### config.mk
export PLATFORM = sky130hd
export DESIGN_NAME = color_sampler
export DESIGN_NICKNAME = d
export VERILOG_FILES = /design/src/rtl/color_sampler.sv
export SDC_FILE = /design/constraint.sdc
export NUM_CORES = 1
export LEC_CHECK = 0
export CAP_MARGIN = 20
export CELL_PAD_IN_SITES_DETAIL_PLACEMENT = 1
export CELL_PAD_IN_SITES_GLOBAL_PLACEMENT = 1
export CORE_MARGIN = 1
export CORE_UTILIZATION = 39
export DETAILED_ROUTE_END_ITERATION = 8
export GPL_TIMING_DRIVEN = 0
export PLACE_DENSITY_LB_ADDON = 0.12
export SYNTH_ARGS = -nofsm -noshare
export SYNTH_HDL_FRONTEND = slang
export SYNTH_SLANG_ARGS = --single-unit
### constraint.sdc
create_clock -name clk -period 2.8 [get_ports clk]
set_clock_uncertainty 0.1 [all_clocks]
set_input_delay 0.56 -clock clk [delete_from_list [all_inputs] [get_ports clk]]
set_output_delay 0.56 -clock clk [all_outputs]
set_load 0.05 [all_outputs]
### src/rtl/color_sampler.sv
// Measurement sequencer for the Pmod COLOR interface. Triggers 2^LOG2_SAMPLES
// RGB readings through the ready handshake and publishes their averages.
module color_sampler #(
   parameter int unsigned LOG2_SAMPLES = 2,
   parameter int unsigned TIMEOUT      = 100000,
   parameter int unsigned SHIFT8       = 8
) (
   input  logic        clk,
   input  logic        rst,
   input  logic        start,
   input  logic        continuous,
   input  logic        dev_ready,
   input  logic [15:0] dev_red,
   input  logic [15:0] dev_green,
   input  logic [15:0] dev_blue,
   output logic        measure,
   output logic [15:0] red_avg,
   output logic [15:0] green_avg,
   output logic [15:0] blue_avg,
   output logic [7:0]  red8,
   output logic [7:0]  green8,
   output logic [7:0]  blue8,
   output logic        valid,
   output logic        busy,
   output logic        timeout_err
);

   localparam int unsigned ACC_W = 16 + LOG2_SAMPLES;
   localparam int unsigned TMR_W = $clog2(TIMEOUT + 1);
   localparam int unsigned CNT_W = LOG2_SAMPLES + 1;
   localparam int unsigned N     = 1 << LOG2_SAMPLES;

   typedef enum logic [2:0] {
      S_IDLE,
      S_TRIG,
      S_WAIT_ACK,
      S_WAIT_DONE,
      S_ACCUM,
      S_OUTPUT
   } state_t;

   state_t             r_state;
   state_t             w_next;
   logic               w_run_start;
   logic               w_set_err;
   logic               w_tmo;
   logic [TMR_W-1:0]   r_timer;
   logic [CNT_W-1:0]   r_cnt;
   logic [ACC_W-1:0]   r_acc_r;
   logic [ACC_W-1:0]   r_acc_g;
   logic [ACC_W-1:0]   r_acc_b;
   logic [15:0]        r_red_avg;
   logic [15:0]        r_green_avg;
   logic [15:0]        r_blue_avg;
   logic [7:0]         r_red8;
   logic [7:0]         r_green8;
   logic [7:0]         r_blue8;
   logic               r_valid;
   logic               r_timeout_err;
   logic [15:0]        w_avg_r;
   logic [15:0]        w_avg_g;
   logic [15:0]        w_avg_b;

   // Clamp the shifted average into an 8-bit channel.
   function automatic logic [7:0] f_sat8(input logic [15:0] a);
      logic [15:0] s;
      s = a >> SHIFT8;
      return (s > 16'd255) ? 8'hFF : s[7:0];
   endfunction

   // Dividing by 2^LOG2_SAMPLES is just dropping the low accumulator bits.
   assign w_avg_r = r_acc_r[ACC_W-1:LOG2_SAMPLES];
   assign w_avg_g = r_acc_g[ACC_W-1:LOG2_SAMPLES];
   assign w_avg_b = r_acc_b[ACC_W-1:LOG2_SAMPLES];
   assign w_tmo   = (r_timer == TMR_W'(TIMEOUT));

   always_ff @(posedge clk) begin
      if (rst) r_state <= S_IDLE;
      else     r_state <= w_next;
   end

   always_comb begin
      w_next      = r_state;
      w_run_start = 1'b0;
      w_set_err   = 1'b0;
      unique case (r_state)
         S_IDLE: begin
            if (start || continuous) begin
               w_next      = S_TRIG;
               w_run_start = 1'b1;
            end
         end
         S_TRIG: begin
            if (dev_ready) w_next = S_WAIT_ACK;
         end
         S_WAIT_ACK: begin
            if (!dev_ready) begin
               w_next = S_WAIT_DONE;
            end else if (w_tmo) begin
               w_next    = S_TRIG;
               w_set_err = 1'b1;
            end
         end
         S_WAIT_DONE: begin
            if (dev_ready) begin
               w_next = S_ACCUM;
            end else if (w_tmo) begin
               w_next    = S_IDLE;
               w_set_err = 1'b1;
            end
         end
         S_ACCUM:  w_next = (r_cnt == CNT_W'(N - 1)) ? S_OUTPUT : S_TRIG;
         S_OUTPUT: w_next = S_IDLE;
         default:  w_next = S_IDLE;
      endcase
   end

   // Per-phase timer: restarts on every state change, parks at TIMEOUT.
   always_ff @(posedge clk) begin
      if (rst || (w_next != r_state))        r_timer <= '0;
      else if (r_timer != TMR_W'(TIMEOUT))   r_timer <= r_timer + TMR_W'(1);
   end

   always_ff @(posedge clk) begin
      if (rst) begin
         r_cnt         <= '0;
         r_acc_r       <= '0;
         r_acc_g       <= '0;
         r_acc_b       <= '0;
         r_red_avg     <= '0;
         r_green_avg   <= '0;
         r_blue_avg    <= '0;
         r_red8        <= '0;
         r_green8      <= '0;
         r_blue8       <= '0;
         r_valid       <= 1'b0;
         r_timeout_err <= 1'b0;
      end else begin
         r_valid <= 1'b0;
         if (w_run_start) begin
            r_cnt         <= '0;
            r_acc_r       <= '0;
            r_acc_g       <= '0;
            r_acc_b       <= '0;
            r_timeout_err <= 1'b0;
         end
         if (w_set_err) r_timeout_err <= 1'b1;
         if (r_state == S_ACCUM) begin
            r_acc_r <= r_acc_r + ACC_W'(dev_red);
            r_acc_g <= r_acc_g + ACC_W'(dev_green);
            r_acc_b <= r_acc_b + ACC_W'(dev_blue);
            r_cnt   <= r_cnt + CNT_W'(1);
         end
         if (r_state == S_OUTPUT) begin
            r_red_avg   <= w_avg_r;
            r_green_avg <= w_avg_g;
            r_blue_avg  <= w_avg_b;
            r_red8      <= f_sat8(w_avg_r);
            r_green8    <= f_sat8(w_avg_g);
            r_blue8     <= f_sat8(w_avg_b);
            r_valid     <= 1'b1;
         end
      end
   end

   // The request follows ready within the cycle so it is never raised against a busy device.
   assign measure     = (r_state == S_TRIG) && dev_ready && !rst;
   assign busy        = (r_state != S_IDLE);
   assign valid       = r_valid;
   assign timeout_err = r_timeout_err;
   assign red_avg     = r_red_avg;
   assign green_avg   = r_green_avg;
   assign blue_avg    = r_blue_avg;
   assign red8        = r_red8;
   assign green8      = r_green8;
   assign blue8       = r_blue8;

endmodule

### After elaboration in Yosys (flattened, before gate mapping)

Cells that the tools add are included.

| word-level totals | value |
|---|---|
| flip-flop bits (word level) | 151 |
| latch bits | 0 |
| bits in writable memories | 0 |
| ROM bits | 0 |
| output and inout port bits | 76 |
| logic and storage cells | 66 |
| memories kept | 0 |

| cells by class | value |
|---|---|
| $add $sub $neg | 5 |
| multipliers | 0 |
| divide/modulo/power cells | 0 |
| $lt $le $gt $ge | 3 |
| eq/ne operators | 9 |
| shifts and indexed selects | 0 |
| mux-type cells | 26 |
| bitwise operators | 0 |
| reduce and logical (&&, ||, !) cells | 9 |

Operators by type and width:

| kind | count |
|---|---|
| $mux 18 | 4 |
| $add 18x16->18 | 3 |
| $mux 3 | 9 |
| $gt 8x8->1 const B | 3 |
| $mux 8 | 3 |
| $add 17x1->17 const B | 1 |
| $eq 17x17->1 const B | 1 |
| $ne 17x17->1 const B | 1 |
| $pmux 3 s5 | 1 |
| $eq 3x2->1 const B | 3 |
| $mux 1 | 8 |
| $eq 3x3->1 const B | 2 |
| $reduce_bool 2->1 | 2 |
| $add 3x1->3 const B | 1 |
| $eq 3x1->1 const B | 1 |
| $logic_not 3->1 | 1 |
| $ne 3x3->1 | 1 |
| $reduce_bool 3->1 | 1 |
| $logic_and 1x1->1 | 2 |
| $logic_or 1x1->1 | 2 |
| $pmux 1 s2 | 1 |
| $logic_not 1->1 | 1 |

### Logic depth before layout (Yosys ltp)

| logic depth | value |
|---|---|
| depth after elaboration | 6 |
| gate-level depth with buffers | 9 |
| mapped depth without buffers | 8 |

### Worst setup path before layout

OpenSTA, ideal clock, no wires.

| timing path | value |
|---|---|
| kind | input to output |
| start | in rst |
| end | out measure |
| arrival time | 2.035 ns |
| data required time | 2.140 ns |
| slack | 0.105 ns |
| cell stages on the path | 3 |
| buffers on the path | 2 |
| cells stage by stage | clkbuf_1 > clkbuf_1 > nor3_1 |

| on the way | value |
|---|---|
| cells in the longest elaborated chain, start to end | 2 |

RTL lines:

| item | RTL line | source |
|---|---|---|
| from (decl) | 9 | `input logic rst,` |
| $logic_not 1->1 | 167 | `assign measure = (r_state == S_TRIG) && dev_ready && !rst;` |
| $logic_and 1x1->1 | 167 |  |
| to (decl) | 16 | `output logic measure,` |

No other way between the ends.

### Worst setup path after layout

| timing path | value |
|---|---|
| start | in dev_red[0] |
| end | reg r_acc_r[16] |

| on the way | value |
|---|---|
| cells in the longest elaborated chain, start to end | 2 |

RTL lines:

| item | RTL line | source |
|---|---|---|
| from (decl) | 13 | `input logic [15:0] dev_red,` |
| $add 18x16->18 | 149 | `r_acc_r <= r_acc_r + ACC_W'(dev_red);` |
| $mux 18 | 148 | `if (r_state == S_ACCUM) begin` |
| to (signal assigned) | 149 |  |
| to (decl) | 49 | `logic [ACC_W-1:0] r_acc_r;` |

No other way between the ends.
A chain may end at the register's enable or synchronous reset.

==> impl_summary.log <==
[metrics] result of the run: finished, final reports clean
[metrics] Synth Cell Area: 7070 sq um
[metrics] number of buffer and inverter stages on the critical path: 1
[metrics] count of buffers from port buffering: 127
[metrics] count of placed standard cells including taps: 1195
[metrics] source-to-sink clock delay at the later pin of the worst-skew pair: 0.43 ns
[metrics] Worst IR Drop VDD: 427 uV
[metrics] number of cell rows: 48
[metrics] Die Height: 137 microns
[metrics] GP Congestion: 0.840
[metrics] detailed-route wire length per cell: 17.3 microns
[metrics] GRT overflow: 0
[metrics] pin count of the biggest net entering global routing: 17
[metrics] fraction of layout cells with a size suffix above 1: 0.0880
[metrics] library cell appearing most often on the critical path: a21o_1
[metrics] Crit path max-delay family: compound AO/OA/AOI/OAI gates
[metrics] Worst EP arrival: 2.98 ns
[metrics] initial antenna violation count: 0
[metrics] level count of the clock H-tree: 4
[metrics] # setup viols final: 0
[metrics] total wire length after detailed routing: 21200 microns
[metrics] TritonCTS clock tree: yes
[metrics] portion of synthesized cell area occupied by the leading cell type: 0.359
[metrics] count of warnings emitted by yosys: 0
[metrics] number of buffers added for setup after CTS: 0
[metrics] number of hold violations in the final report: 0
[metrics] maximum clock rate: 367 MHz
[metrics] number of resized instances in the post-cts repair step: 6
[metrics] period utilization: 0.973
[metrics] post-synthesis register bit count: 127
[metrics] unrepaired setup endpoints after global routing: true
[metrics] # IOs: 129
[metrics] max_slew headroom: 0.425
[metrics] Critical Path Max Stage Delay: 0.42 ns
[metrics] count of cells along the worst register-to-register path: 8
[metrics] Antenna Cells: 0
[metrics] Inserted Clock Buffers: 17
[metrics] Floorplan Core Area: 17500 sq um
[metrics] Die Area: 18700 sq um
[metrics] setup slack of the worst register-to-register path: 0.35 ns
[metrics] total iterations of the first detailed-routing run: 4
[metrics] number of standard cells after synthesis: 843
[metrics] quantity of hold-fixing buffers added after cts: 0
[metrics] via count of the routed design: 6481
[metrics] die outline width: 137 microns
[metrics] DRC Markers: 0
[metrics] critical-path cell list: clkdlybuf4s50_1, ha_1, fa_1, a21o_1, a221oi_4, o31ai_2, a21o_1, a31oi_1, mux2i_1
[metrics] overall fraction of global-route tracks in use: 0.235
[metrics] sinks on the clock net: 127
[metrics] number of different library cells in the post-synthesis netlist: 54
[metrics] CP Data Required Time: 3.06 ns
[metrics] Worst Setup Path Type: input port to flip-flop
[metrics] number of DRC markers after the initial detailed-route iteration: 232
[metrics] number of global-route vias before repair: 6546
[metrics] launching element type of the critical path: input port
[metrics] Filler cells: 2094
[metrics] Worst Hold Class: flip-flop to flip-flop
[metrics] DR vias/cell: 5.29
[metrics] share of the core filled with cells: 0.527
[metrics] Worst Path Max Fanout: 3
[metrics] worst reg2reg endpoint: r_acc_r[16]
[metrics] transition time of the tightest slew-check pin: 0.862 ns
[metrics] Post-synth EDFFs: 0
[metrics] max-slew violation count: 0
[metrics] Hold Crit Start: red_avg[7]
[metrics] initial standard-cell utilization of the core: 0.405
[metrics] ranking of synthesized cells by area: dfxtp_1 36%, ha_1 9.2%, nand2_1 7.8%
[metrics] fin nets: 1096
[metrics] worst hold endpoint: red_avg[7]
[metrics] total half-perimeter wirelength after legalization and detailed placement: 15400 microns
[metrics] cell type contributing the most total cell area after synthesis: dfxtp_1
[metrics] Setup TNS Final: 0 ns
[metrics] Slowest-stage cell, CP: clkdlybuf4s50_1
[metrics] final non-filler cell total: 1225
[metrics] maximum clock path buffer count: 2
[metrics] synthesized netlist net count: 951
[metrics] post-synthesis async set-or-reset flop share: 0
[metrics] area growth from synthesis to layout: 30.3%
[metrics] most used flip-flop cell after synthesis: dfxtp_1
[metrics] power per cell area: 470 nW/um^2
[metrics] startpoint of the worst-slack reg-to-reg timing path: r_acc_r[0]
[metrics] post-synthesis sequential area ratio: 0.359
[metrics] instance count along the most critical hold path: 2
[metrics] final critical path time including I/O delays and setup: 2.72 ns
[metrics] Critical Path End Type: flip-flop
[metrics] clock tree root buffer cell: clkbuf_16
[metrics] leak pwr: 0.00376 uW
[metrics] clk slew on worst S/H paths: 0.06 ns
[metrics] Routed Antenna Nets: 0
[metrics] per-instance average area after synthesis: 8.39 sq um
[metrics] wire length of the first global-routing pass: 33600 microns
[metrics] max capacitance violation total: 0
worst max path at each step:
| stage | start | endpoint | cells after the start |
|---|---|---|---|
| 2_1_floorplan | rst | measure | 3 |
| 3_3_place_gp | rst | measure | 5 |
| 3_5_place_dp | rst | measure | 5 |
| 4_1_cts | dev_green[0] | r_acc_g[16] | 9 |
| 5_1_grt | dev_red[0] | r_acc_r[16] | 9 |
| 6_report | dev_red[0] | r_acc_r[16] | 9 |
cells by family after synthesis:
family          share of synthesized area
buf+inv                            0.0536
compound gates                      0.225
fa+ha+maj                           0.102
simple gates                        0.184
flops                               0.359
xor+xnor                           0.0681
mux                               0.00849
final cells by class:
type                       count  area [sq um]  share of cell area
sequential                   127          2540               0.276
inverter                      12          45.0             0.00489
timing repair buffer         127          1270               0.138
clock buffer                  24           492              0.0534
tap                          225           282              0.0305
buffer                        59           332              0.0360
multi-input combinational    644          4190               0.455
clock inverter                 7          60.1             0.00652
cell usage after synthesis (4+ instances only):
cell type  number
xor2_1         23
nand2_1       147
ha_1           52
a21o_1         21
nor2b_1         8
buf_4          25
inv_1          12
nand3b_1        4
mux2i_1         6
nor3_1          6
clkbuf_1       23
nor2_1         68
a31oi_1        12
o22ai_1         4
o21ai_0        31
nand3_1        12
buf_2          12
xnor2_1        32
a21oi_1        87
and3_1         14
o21a_1         15
a22oi_1        25
o21bai_1        7
and2_1         11
dfxtp_1       127
power by group:
group | leakage [uW] | total [uW] | switching [uW] | internal (uW)
logic | 0.00245 | 395 | 233 | 162
registers | 0.00102 | 1820 | 6.23 | 1820
clock network | 0.000279 | 2120 | 818 | 1300
total | 0.00376 | 4330 | 1060 | 3280
routing by layer:
| layer | GRT usage | up-vias | part of all wire |
|---|---|---|---|
| li1 | - | 3231 | - |
| met1 | 0.300 | 3080 | 0.47 |
| met2 | 0.389 | 144 | 0.46 |
| met3 | 0.0448 | 26 | 0.045 |
| met4 | 0.0883 | 0 | 0.017 |
| met5 | 0 | - | 0 |
cells in the final DEF, fill, tap and decap left out, drive strengths merged, types with 3 or more instances in the layout:
cell,n
o211ai,3
a21o,21
dfxtp,127
o31ai,4
a2bb2oi,3
o22ai,7
o21ai,31
clkdlybuf4s50,125
o211a,3
clkbuf,46
nand3,12
o21bai,7
and2,11
buf,37
a22o,3
nor2b,8
o21a,15
fa,3
a221o,3
nor2,68
mux2i,6
a31oi,12
xor2,23
a2111oi,3
and3,16
a21boi,3
a2111o,3
inv,12
a21oi,88
nand3b,4
nor3,6
nand2,147
clkinv,6
xnor2,32
a22oi,25
or2,3
ha,52
a221oi,3
per-stage QoR:
step           total power, uW  area (sq um)  worst slack, ns  hold slack [ns]
6_report                  4330          9220           0.0754            0.360
5_1_grt                   4480          9220         0.000880            0.375
4_1_cts                   4380          9180          0.00710            0.363
3_5_place_dp              2250          8630           -0.802            0.347
3_3_place_gp              2250          8630           -0.784            0.346
2_1_floorplan             2080          7070            0.105            0.340
worst reg2reg max path: stages (launching register included):
cell and delay (ns):
dfxtp_1 0.31, ha_1 0.21, fa_1 0.41, a21o_1 0.22
a221oi_4 0.33, o31ai_2 0.14, a21o_1 0.23, a31oi_1 0.24
mux2i_1 0.20
sequential cells by signal (all words and copies together), names as in the netlist, 4 cells and up:
| name | count |
|---|---|
| r_timer | 17 |
| blue_avg | 9 |
| green_avg | 9 |
| r_acc_b | 18 |
| r_acc_r | 18 |
| blue8 | 7 |
| r_acc_g | 18 |
| red8 | 4 |
| green8 | 7 |
| red_avg | 12 |
Power figures use the tool's default switching activity.
